**src/rtl/vga_fb_reader.sv**
```systemverilog
// vga_fb_reader: 640x480@60 VGA scan-out of a 320x240 RGB565 frame buffer,
// pixel-doubled 2x2, expanded to 8:8:8. Optional colour-bar generator is
// compiled in when TEST_PATTERN_EN is defined.
module vga_fb_reader #(
   parameter int H_ACTIVE = 640,
   parameter int H_FP     = 16,
   parameter int H_SYNC   = 96,
   parameter int H_BP     = 48,
   parameter int V_ACTIVE = 480,
   parameter int V_FP     = 10,
   parameter int V_SYNC   = 2,
   parameter int V_BP     = 33,
   parameter int RD_LAT   = 1
) (
   input  logic        clk,
   input  logic        rst_n,
   output logic [16:0] rd_addr,
   output logic        rd_en,
   input  logic [15:0] rd_data,
   output logic        vga_hs,
   output logic        vga_vs,
   output logic        vga_blank_n,
   output logic [7:0]  vga_r,
   output logic [7:0]  vga_g,
   output logic [7:0]  vga_b,
   output logic        frame_start,
   input  logic        test_mode
);

   localparam logic [9:0]  H_LAST    = 10'(H_ACTIVE + H_FP + H_SYNC + H_BP - 1);
   localparam logic [9:0]  V_LAST    = 10'(V_ACTIVE + V_FP + V_SYNC + V_BP - 1);
   localparam logic [9:0]  H_ACT     = 10'(H_ACTIVE);
   localparam logic [9:0]  V_ACT     = 10'(V_ACTIVE);
   localparam logic [9:0]  HS_BEG    = 10'(H_ACTIVE + H_FP);
   localparam logic [9:0]  HS_END    = 10'(H_ACTIVE + H_FP + H_SYNC - 1);
   localparam logic [9:0]  VS_BEG    = 10'(V_ACTIVE + V_FP);
   localparam logic [9:0]  VS_END    = 10'(V_ACTIVE + V_FP + V_SYNC - 1);
   localparam logic [16:0] LINE_STEP = 17'(H_ACTIVE / 2);

   // Control word that travels alongside the RAM read so it lands with rd_data.
   typedef struct packed {
      logic       hs;
      logic       vs;
      logic       act;
      logic       fs;
`ifdef TEST_PATTERN_EN
      logic [2:0] bar;
`endif
   } ctl_t;

   localparam ctl_t CTL_IDLE = ctl_t'({1'b1, 1'b1, {($bits(ctl_t) - 2){1'b0}}});

   logic [9:0]  h_cnt_q, h_cnt_d, v_cnt_q, v_cnt_d;
   logic [16:0] line_base_q, line_base_d;
   logic [16:0] rd_addr_q, rd_addr_d;
   logic        rd_en_q, rd_en_d;
   logic        active;
   ctl_t        ctl_q [0:RD_LAT];
   ctl_t        ctl_d [0:RD_LAT];
   ctl_t        ctl_out;
   logic        hs_q, hs_d, vs_q, vs_d, blank_q, blank_d, fs_q, fs_d;
   logic [23:0] rgb_q, rgb_d;

   // RGB565 -> 8:8:8 by replicating the top bits into the new LSBs.
   function automatic logic [23:0] expand565(input logic [15:0] d);
      return {d[15:11], d[15:13], d[10:5], d[10:9], d[4:0], d[4:2]};
   endfunction

`ifdef TEST_PATTERN_EN
   localparam int BAR_W = H_ACTIVE / 8;

   // Bar index of a visible column, found by threshold compares.
   function automatic logic [2:0] bar_of(input logic [9:0] h);
      logic [2:0] idx;
      idx = '0;
      for (int i = 1; i < 8; i++)
         if (h >= 10'(i * BAR_W)) idx = 3'(i);
      return idx;
   endfunction

   // Bar order white..black: each colour bit is the inverse of one index bit.
   function automatic logic [23:0] bar_rgb(input logic [2:0] idx);
      return {{8{~idx[1]}}, {8{~idx[2]}}, {8{~idx[0]}}};
   endfunction
`else
   logic unused_test_mode;
   assign unused_test_mode = test_mode;
`endif

   // Stage 0: raster counters and per-line-pair address base.
   always_comb begin
      h_cnt_d     = h_cnt_q + 10'd1;
      v_cnt_d     = v_cnt_q;
      line_base_d = line_base_q;
      if (h_cnt_q == H_LAST) begin
         h_cnt_d = '0;
         if (v_cnt_q == V_LAST) begin
            v_cnt_d     = '0;
            line_base_d = '0;
         end else begin
            v_cnt_d = v_cnt_q + 10'd1;
            // Two display lines share one buffer line; advance after the odd one.
            if ((v_cnt_q < V_ACT) && v_cnt_q[0]) line_base_d = line_base_q + LINE_STEP;
         end
      end
   end

   // Active-area decode and the timing word entering the delay line.
   always_comb begin
      active        = (h_cnt_q < H_ACT) && (v_cnt_q < V_ACT);
      ctl_d[0]      = CTL_IDLE;
      ctl_d[0].hs   = !((h_cnt_q >= HS_BEG) && (h_cnt_q <= HS_END));
      ctl_d[0].vs   = !((v_cnt_q >= VS_BEG) && (v_cnt_q <= VS_END));
      ctl_d[0].act  = active;
      ctl_d[0].fs   = (h_cnt_q == '0) && (v_cnt_q == '0);
`ifdef TEST_PATTERN_EN
      ctl_d[0].bar  = bar_of(h_cnt_q);
`endif
      for (int i = 1; i <= RD_LAT; i++) ctl_d[i] = ctl_q[i - 1];
   end

   // Stage 1: fetch address; each buffer pixel is read for two columns.
   always_comb begin
      rd_en_d   = active;
      rd_addr_d = active ? (line_base_q + {8'd0, h_cnt_q[9:1]}) : '0;
   end

   // Output stage: RAM data meets its delayed timing word here.
   always_comb begin
      ctl_out = ctl_q[RD_LAT];
      hs_d    = ctl_out.hs;
      vs_d    = ctl_out.vs;
      blank_d = ctl_out.act;
      fs_d    = ctl_out.fs;
      rgb_d   = '0;
      if (ctl_out.act) begin
         rgb_d = expand565(rd_data);
`ifdef TEST_PATTERN_EN
         if (test_mode) rgb_d = bar_rgb(ctl_out.bar);
`endif
      end
   end

   // All state: async reset returns pins to idle immediately.
   always_ff @(posedge clk or negedge rst_n) begin
      if (!rst_n) begin
         h_cnt_q     <= '0;
         v_cnt_q     <= '0;
         line_base_q <= '0;
         rd_addr_q   <= '0;
         rd_en_q     <= 1'b0;
         for (int i = 0; i <= RD_LAT; i++) ctl_q[i] <= CTL_IDLE;
         hs_q        <= 1'b1;
         vs_q        <= 1'b1;
         blank_q     <= 1'b0;
         fs_q        <= 1'b0;
         rgb_q       <= '0;
      end else begin
         h_cnt_q     <= h_cnt_d;
         v_cnt_q     <= v_cnt_d;
         line_base_q <= line_base_d;
         rd_addr_q   <= rd_addr_d;
         rd_en_q     <= rd_en_d;
         for (int i = 0; i <= RD_LAT; i++) ctl_q[i] <= ctl_d[i];
         hs_q        <= hs_d;
         vs_q        <= vs_d;
         blank_q     <= blank_d;
         fs_q        <= fs_d;
         rgb_q       <= rgb_d;
      end
   end

   assign rd_addr     = rd_addr_q;
   assign rd_en       = rd_en_q;
   assign vga_hs      = hs_q;
   assign vga_vs      = vs_q;
   assign vga_blank_n = blank_q;
   assign frame_start = fs_q;
   assign vga_r       = rgb_q[23:16];
   assign vga_g       = rgb_q[15:8];
   assign vga_b       = rgb_q[7:0];

endmodule

```
**config.mk**
```make
export PLATFORM = sky130hd
export DESIGN_NAME = vga_fb_reader
export DESIGN_NICKNAME = d
export VERILOG_FILES = /design/src/rtl/vga_fb_reader.sv
export SDC_FILE = /design/constraint.sdc
export NUM_CORES = 1
export LEC_CHECK = 0
export CAP_MARGIN = 20
export CORE_ASPECT_RATIO = 0.8
export CORE_UTILIZATION = 46
export CTS_CLUSTER_DIAMETER = 200
export DETAILED_ROUTE_END_ITERATION = 6
export PLACE_DENSITY = 0.79
export SLEW_MARGIN = 10
export SYNTH_ARGS = -nofsm -noshare
export SYNTH_HDL_FRONTEND = slang
export SYNTH_SLANG_ARGS = --single-unit
export TNS_END_PERCENT = 10
```
**constraint.sdc**
```tcl
create_clock -name clk -period 1.7 [get_ports clk]
set_clock_uncertainty 0.05 [all_clocks]
set_input_delay 0.255 -clock clk [delete_from_list [all_inputs] [get_ports clk]]
set_output_delay 0.255 -clock clk [all_outputs]
set_load 0.01 [all_outputs]
```
# Word-level counts from Yosys, hierarchy flattened

Index checks and enable logic that the tools add are counted.

Add/sub/neg operators: 4
Multiply operators: 0
Div/mod/pow operators: 0
$lt $le $gt $ge: 6
Eq/ne operators: 2
Shift operators: 0
Mux-type cells: 6
Bitwise logic cells: 0
Reductions and logical operators: 11

Operator list:

| operator                                                        | count |
|---|---|
| two-way mux 17 bit                                              | 3 |
| two-way mux 24 bit                                              | 1 |
| adder 10 x 1 -> 10 bit, second input constant                   | 2 |
| == test 10 bit, second input constant                           | 2 |
| zero test 10 bit                                                | 2 |
| two-way mux 10 bit                                              | 2 |
| adder 17 x 9 -> 17 bit                                          | 1 |
| adder 17 x 9 -> 17 bit, second input constant                   | 1 |
| >= comparator 10 bit, second input constant                     | 1 |
| >= comparator 10 x 9 -> 1 bit, second input constant            | 1 |
| less-or-equal comparator 10 bit, second input constant          | 1 |
| less-or-equal comparator 10 x 9 -> 1 bit, second input constant | 1 |
| < comparator 10 bit, second input constant                      | 1 |
| < comparator 10 x 9 -> 1 bit, second input constant             | 1 |
| logical AND 1 bit                                               | 5 |
| zero test 1 bit                                                 | 2 |
| AND reduction 2 bit                                             | 1 |
| nonzero test 2 bit                                              | 1 |

Register bits after elaboration: 90
Latch bits: 0
Memory bits (writable): 0
ROM bits: 0
Input port bits: 19
Output and inout port bits: 46
Word-level logic and storage cells: 46
Memories: 0

# Longest topological paths before layout

Gate-level depths: netlist (run 1).

Word-level depth: 4
Gate-level depth with buffers: 7
Mapped depth without buffers: 6

# Worst setup path after synthesis (run 1)

OpenSTA, ideal clock, no wires.

Path kind: register to register
Start: register h_cnt_q[8]
End: register rd_addr_q[11] (netlist: rd_addr[11])
Library setup time: 0.078 ns
Data arrival time: 1.594 ns
Data required time: 1.572 ns
Path slack: -0.022 ns
Stages on the path, launching flop included: 7
Buffers on the path: 1
Period minus slack after synthesis: 1.722 ns
Cells stage by stage: dfrtp_1 ha_1 a21o_1 a21oi_1 clkbuf_1 or3_1 a21oi_1

Word-level cells in the longest chain between the ends: 3
Elaborated cells on any way between the ends: 4
Those cells by class: add/sub: 1; order compare: 1; mux: 1; reduce/logical: 1

RTL lines:

| item                                                                           | RTL line | text |
|---|---|---|
| start, declared                                                                | 53       | `logic [9:0] h_cnt_q, h_cnt_d, v_cnt_q, v_cnt_d;` |
| start signal, assigned                                                         | 159      | `h_cnt_q <= h_cnt_d;` |
| parallel branches: the longest is 2 deep, another holds adder 17 x 9 -> 17 bit | -        |  |
| two-way mux 17 bit (*)                                                         | 125      | `rd_addr_d = active ? (line_base_q + {8'd0, h_cnt_q[9:1]}) : '0;` |
| named net rd_addr_d[11]                                                        | 55       | `logic [16:0] rd_addr_q, rd_addr_d;` |
| end signal, assigned                                                           | 162      | `rd_addr_q <= rd_addr_d;` |
| end, declared                                                                  | 55       |  |

Mark *: on every way through the listed nets, which the timed path passes.
A chain may end at the register's enable or synchronous reset.

# Final worst setup path (run 1)

Start: register v_cnt_q[5]
End: register line_base_q[10]

Word-level cells in the longest chain between the ends: 4
Elaborated cells on any way between the ends: 6
Those cells by class: order compare: 1; eq/ne: 1; mux: 1; reduce/logical: 3

RTL lines:

| item                                 | RTL line | text |
|---|---|---|
| start, declared                      | 53       |  |
| start signal, assigned               | 160      | `v_cnt_q <= v_cnt_d;` |
| < comparator 10 x 9 -> 1 bit         | 103      | `if ((v_cnt_q < V_ACT) && v_cnt_q[0]) line_base_d = line_base_q + LINE_STEP;` |
| logical AND 1 bit                    | 103      |  |
| nonzero test 2 bit (no source line)  | -        |  |
| AND reduction 2 bit (no source line) | -        |  |
| end signal, assigned                 | 161      | `line_base_q <= line_base_d;` |
| end, declared                        | 54       | `logic [16:0] line_base_q, line_base_d;` |

Parallel ways exist; a longest one is shown, timed or not.

==> impl_metrics.json, run 1 <==
{
  "layout_common_cells": "dfrtp_1 (70), clkdlybuf4s50_1 (60), buf_4 (51)",
  "synth-async-reset-ratio_pct": 100,
  "overflow": 0,
  "drv_cap": 0,
  "grt_start_max_net_pins": 34,
  "ioPinCount": 65,
  "fill_cells": 487,
  "synth_warnings": 0,
  "pwr-share-seq_pct": 52.3,
  "synth-simple-area-share_pct": 19.8,
  "initial_utilization_pct": 48.0,
  "violations": "negative setup slack",
  "ant_nets": 0,
  "end_kind": "flop",
  "internal_power_mw": 2.75,
  "vdd_drop_max_v": 0.000433,
  "finalCritPeriodShare_pct": 105,
  "final_util_pct": 69.2,
  "ff2ff_setup_slack_ns": -0.08,
  "syn_area_per_cell_um2": 11.1,
  "crit_type": "reg2reg",
  "core_mm2": 0.00696,
  "synthXorXnorAreaFrac_pct": 3.93,
  "synth_adder_area_share_pct": 3.00,
  "synth_compound_area_share_pct": 9.59,
  "cts_tree": "built",
  "yosysTopAreaCellShare_pct": 52.5,
  "fin_area_mm2": 0.00481,
  "drt_wl_total_um": 8130,
  "setup_violations": 4,
  "rsz0062_at_grt": "true",
  "synth_edf_count": 0,
  "drive_gt1_share_pct": 26.7,
  "port_buffers": 63,
  "drt_iter0_markers": 295,
  "ys_types": 44,
  "slew_violations": 0,
  "cts_made_buffers": 9,
  "final_common_cell": "dfrtp_1",
  "clock-sinks": 76,
  "vias": 2821,
  "grt_use_total_pct": 22.0,
  "clock_path_buffers": 2,
  "crit_required_ns": 1.93,
  "die_height_um": 78.2,
  "worstPathArrival_ns": 2.01,
  "clkSlewWorstSetupHoldPaths_ns": 0.08,
  "cp_max_fo": 6,
  "syn-instance-count": 301,
  "syn_nets": 328,
  "place_ws_ns": -0.154,
  "cpMaxStageDelayCell": "or4_4",
  "synthFlopType": "dfrtp_1",
  "path_cells": "a41o_1 -> or2_4 -> or4_4 -> a21oi_2",
  "ys_ff_latch": 76,
  "hold_viol_final": 0,
  "route.detailed.drc": 0,
  "max-slew-margin-rel_pct": 69.3,
  "fin_nets": 442,
  "vias_per_cell": 5.56,
  "tightest_slew_ns": 0.460,
  "p_comb_share_pct": 4.8,
  "worst_skew_pair.late_latency_ns": 0.36,
  "p_sw_share_pct": 21.5,
  "seqCellArea_mm2": 0.00191,
  "p_switching_mw": 0.752,
  "netlist_top_cells_area": "dfrtp_1 (52%), dfstp_2 (4.7%), and2_1 (4.3%), ha_1 (3.0%), nand4_1 (2.8%)",
  "routedWlPerCell_um": 16.0,
  "dr.pass1.iters": 5,
  "dieArea_mm2": 0.00761,
  "status": "complete, but fails checks",
  "p_leak_nw": 2.13,
  "grt_pass1_vias": 2673,
  "yosys.area.top_type": "dfrtp_1",
  "die_width_um": 97.3,
  "synth_top_family_by_area": "simple AND/OR/NAND/NOR gates",
  "multi_input_area_mm2": 0.00139,
  "rows": 27,
  "num_antenna_cells": 0,
  "place_hpwl_um": 5450,
  "placed_area_mm2": 0.00433,
  "power_density_mw_per_mm2": 728,
  "antenna_found_initial": 0,
  "period_minus_slack_ns": 1.78,
  "seq_area_frac_synth_pct": 57.2,
  "synthMuxAreaShare_pct": 0.899,
  "cts_root_buf": "clkbuf_8",
  "synthToLayoutAreaGrowth_pct": 44.2,
  "worstHoldPathType": "reg2reg",
  "final.setup.worst_slack_ns": -0.0776,
  "routabilityCongestion": 0.897,
  "cpPeakStageDelay_ns": 0.49,
  "grt_first_pass_wirelength_um": 12900,
  "start_kind": "flop",
  "h-tree-depth": 3,
  "power_frac_clock_pct": 42.9,
  "fmax_mhz": 563,
  "synth_area_mm2": 0.00334
}
==> flip-flops by register name, summed over array words and instances, names as in the netlist <==
| name | cells |
|---|---|
| ctl_d | 4 |
| rgb_q | 16 |
| vga_vs | 1 |
| blank_d | 1 |
| vga_hs | 1 |
| vga_blank_n | 1 |
| v_cnt_q | 10 |
| h_cnt_q | 10 |
| frame_start | 1 |
| vs_d | 1 |
| fs_d | 1 |
| line_base_q | 11 |
| hs_d | 1 |
| rd_addr | 17 |
==> final cells by class <==
cell class              count  share of cell area, %
repair buffers            122                   23.4
inverters                  17                   1.33
clock inverters             6                   1.85
clock buffers              10                   2.65
well taps                  87                   2.26
flip-flops and latches     76                   39.7
multi-input cells         189                   28.8
==> critical path: cells and delay by family (launching register included) <==
family / cells / cell delay, ns
AO/OA/AOI/OAI: 2 / 0.47
flip-flops: 1 / 0.41
AND/OR/NAND/NOR: 2 / 0.78
==> path summary, 6_finish.rpt <==
kind,startpoint,end,depth (start not counted)
worst min-delay path,ctl_d[0],fs_d,0
worst max-delay path,v_cnt_q[5],line_base_q[10],4
max in group asynchronous,rst_n,ctl_d[2],3
worst max register to register,v_cnt_q[5],line_base_q[10],4
min in group asynchronous,rst_n,line_base_q[11],2
worst min register to register,ctl_d[0],fs_d,0
==> through the flow <==
| step | hold WS [ns] | setup TNS (ns) | cells | power, mW |
|---|---|---|---|---|
| 3_5_place_dp | 0.186 | -0.243 | 480 | 2.04 |
| 5_1_grt | 0.309 | -0.670 | 507 | 3.63 |
| 4_1_cts | 0.298 | -0.117 | 501 | 3.54 |
| 6_report | 0.297 | -0.107 | 507 | 3.51 |
| 3_3_place_gp | 0.182 | -0.0809 | 480 | 2.03 |
| 2_1_floorplan | -0.0906 | -0.0879 | 301 | 1.91 |
==> power by group through the flow <==
stage	logic, mW	clock network, mW	registers (mW)
floorplan	0.0318	0	1.88
global placement	0.166	0	1.87
detailed placement	0.170	0	1.87
CTS	0.172	1.53	1.83
global route	0.183	1.61	1.84
finish	0.168	1.50	1.83
==> kinds of logic after synthesis <==
group,after synthesis
and+or+nand+nor,111
DFF,76
AOI/OAI and AO/OA,52
buffers and inverters,36
xor gates and xnor gates,15
adders and majority gates,8
muxes,3
==> synthesized netlist by cell type, types with 3 or more instances <==
master	instances
or3_1	3
ha_1	8
inv_1	17
a21oi_1	17
and2_1	23
xnor2_1	9
dfrtp_1	70
dfstp_2	6
clkbuf_1	6
and3_1	7
xor2_1	6
buf_4	9
nand3_1	15
nor2_1	13
nor4_1	4
or4_1	5
o221ai_1	3
o21ai_0	14
mux2i_1	3
a21o_1	3
o31ai_1	7
nand2_1	10
nand4_1	15
==> per-layer routing <==
layer  track usage, %  vias to the layer above  routed length, um
met1             28.4                     1377               3520
met2             35.1                      132               3880
met5                0                        -                  0
met4             8.24                        0                139
met3             6.77                       23                592
li1                 -                     1289                  -
==> timing repair <==
action / 4_1_cts / 5_1_grt
cloned: 0 / 1
endpoints found under the hold margin: 28 / 0
gates resized for setup: 13 / 30
pin swaps: 10 / 11
hold buffers: 1 / 0
setup buffers: 4 / 6
endpoints found under the setup margin: 9 / 26
Power figures use the tool's default switching activity.
==> run 2: changes to the inputs <==
--- a/config.mk
+++ b/config.mk
@@ -6,7 +6,7 @@
 export NUM_CORES = 1
 export LEC_CHECK = 0
 export CAP_MARGIN = 20
-export CORE_ASPECT_RATIO = 0.8
+export CORE_ASPECT_RATIO = 0.9
 export CORE_UTILIZATION = 46
 export CTS_CLUSTER_DIAMETER = 200
 export DETAILED_ROUTE_END_ITERATION = 6
==> impl_metrics.json, run 2 (synthesized netlist as in run 1, its figures left out) <==
{
  "largest_register_ffs": 17,
  "port_buffers": 63,
  "whs_path_depth": 0,
  "ant_nets": 0,
  "crit_path_start": "line_base_q[7]",
  "reg2reg_to": "rd_addr[12]",
  "ioPinCount": 65,
  "max-slew-margin-rel_pct": 73.2,
  "layout_common_cells": "dfrtp_1 (69), clkdlybuf4s50_1 (60), buf_4 (43)",
  "crit_type": "reg2reg",
  "h-tree-depth": 3,
  "rows": 29,
  "final_util_pct": 68.0,
  "worstPathArrival_ns": 1.98,
  "worst_skew_pair.late_latency_ns": 0.35,
  "slew_violations": 0,
  "core_mm2": 0.00704,
  "die_height_um": 82.8,
  "final_common_cell": "dfrtp_1",
  "period_minus_slack_ns": 1.79,
  "finalCritPeriodShare_pct": 105,
  "start_kind": "flop",
  "cts_made_buffers": 9,
  "place_hpwl_um": 5120,
  "routedWlPerCell_um": 16.5,
  "route.detailed.drc": 0,
  "rsz0062_at_grt": "true",
  "end_kind": "flop",
  "setup_violations": 8,
  "overflow": 0,
  "drt_wl_total_um": 8380,
  "crit_required_ns": 1.89,
  "p_leak_nw": 2.10,
  "routabilityCongestion": 0.937,
  "violations": "negative setup slack",
  "total_power_mw": 3.51,
  "cp_max_fo": 7,
  "vias": 2794,
  "drive_gt1_share_pct": 26.8,
  "status": "complete, but fails checks",
  "dieArea_mm2": 0.00760,
  "die_width_um": 91.8,
  "fin_nets": 436,
  "initial_utilization_pct": 47.4,
  "ff2ff_setup_slack_ns": -0.09,
  "tightest_slew_ns": 0.402,
  "reg2reg_depth": 7,
  "antenna_found_initial": 0,
  "cts_root_buf": "clkbuf_8",
  "place_ws_ns": -0.139,
  "hold_start": "ctl_d[3]",
  "grt_first_pass_wirelength_um": 12800,
  "num_antenna_cells": 0,
  "fmax_mhz": 558,
  "grt_use_total_pct": 21.7,
  "grt_pass1_vias": 2714,
  "final.setup.worst_slack_ns": -0.0924,
  "power_density_mw_per_mm2": 733,
  "holdPathEnd": "hs_d",
  "clkSlewWorstSetupHoldPaths_ns": 0.09,
  "clock_path_buffers": 2,
  "hold_viol_final": 0,
  "synthToLayoutAreaGrowth_pct": 43.3,
  "drv_cap": 0,
  "dr.pass1.iters": 5,
  "vias_per_cell": 5.51,
  "vdd_drop_max_v": 0.000453,
  "worstHoldPathType": "reg2reg",
  "reg2reg_from": "line_base_q[7]",
  "clock-sinks": 76,
  "cts_tree": "built",
  "timing.hold.ws_ns": 0.306,
  "drt_iter0_markers": 253,
  "grt_start_max_net_pins": 77
}
==> run 2: changes by cell type in the layout (fill, tap and decap cells not counted), sizes merged <==
cell,delta
dlygate4sd2,-1
inv,-1
clkbuf,-1
dlymetal6s2s,+1
clkinvlp,-1
buf,-5
clkinv,+2
==> run 2: per-layer routing <==
metal,global-route usage [%],part of all wire (%),vias to the layer above
met2,34.5,49,127
met5,0,0,-
li1,-,-,1277
met1,27.7,43,1371
met3,4.03,5.8,19
met4,12.9,2.7,0
==> run 2: through the flow <==
stage | cells | TNS, ns | cell area [um^2]
floorplan | 301 | -0.0879 | 3340
finish | 507 | -0.375 | 4780
global route | 507 | -0.934 | 4780
CTS | 504 | -0.0536 | 4600
global placement | 485 | -0.0813 | 4320
detailed placement | 485 | -0.222 | 4320
==> run 2: cell type report <==
type                            count  area, um^2
Timing Repair Buffer              116        1070
Sequential cell                    76        1910
Tap cell                           93         116
Inverter                           17        63.8
Clock buffer                       10         128
Fill cell                         469        2250
Clock inverter                      6        90.1
Multi-Input combinational cell    189        1410
==> run 2: report_power, final <==
group	switching [mW]	internal [mW]	leakage, nW	total [mW]
registers	0.00688	1.83	0.962	1.83
clock network	0.681	0.829	0.106	1.51
logic	0.0691	0.0966	1.03	0.166
==> run 2: what timing repair did <==
item	CTS	global route
endpoints found under the hold margin	70	0
setup endpoints to repair	8	27
buffers inserted	2	3
hold buffers	1	0
pin swaps	6	24
resized for setup	10	37
==> run 2: critical path: stages (launching register included) <==
cell	delay (ns)
dfrtp_1	0.45
ha_4	0.32
a21o_1	0.15
a21oi_2	0.06
buf_6	0.13
buf_6	0.14
o21ai_0	0.27
a21oi_1	0.12
==> run 2: worst max path at each step <==
stage               depth (start not counted)         endpoint
finish                                      7      rd_addr[12]
global route                                7      rd_addr[12]
CTS                                         7      rd_addr[14]
detailed placement                          6      rd_addr[15]
global placement                            6      rd_addr[15]
floorplan                                   4  line_base_q[12]
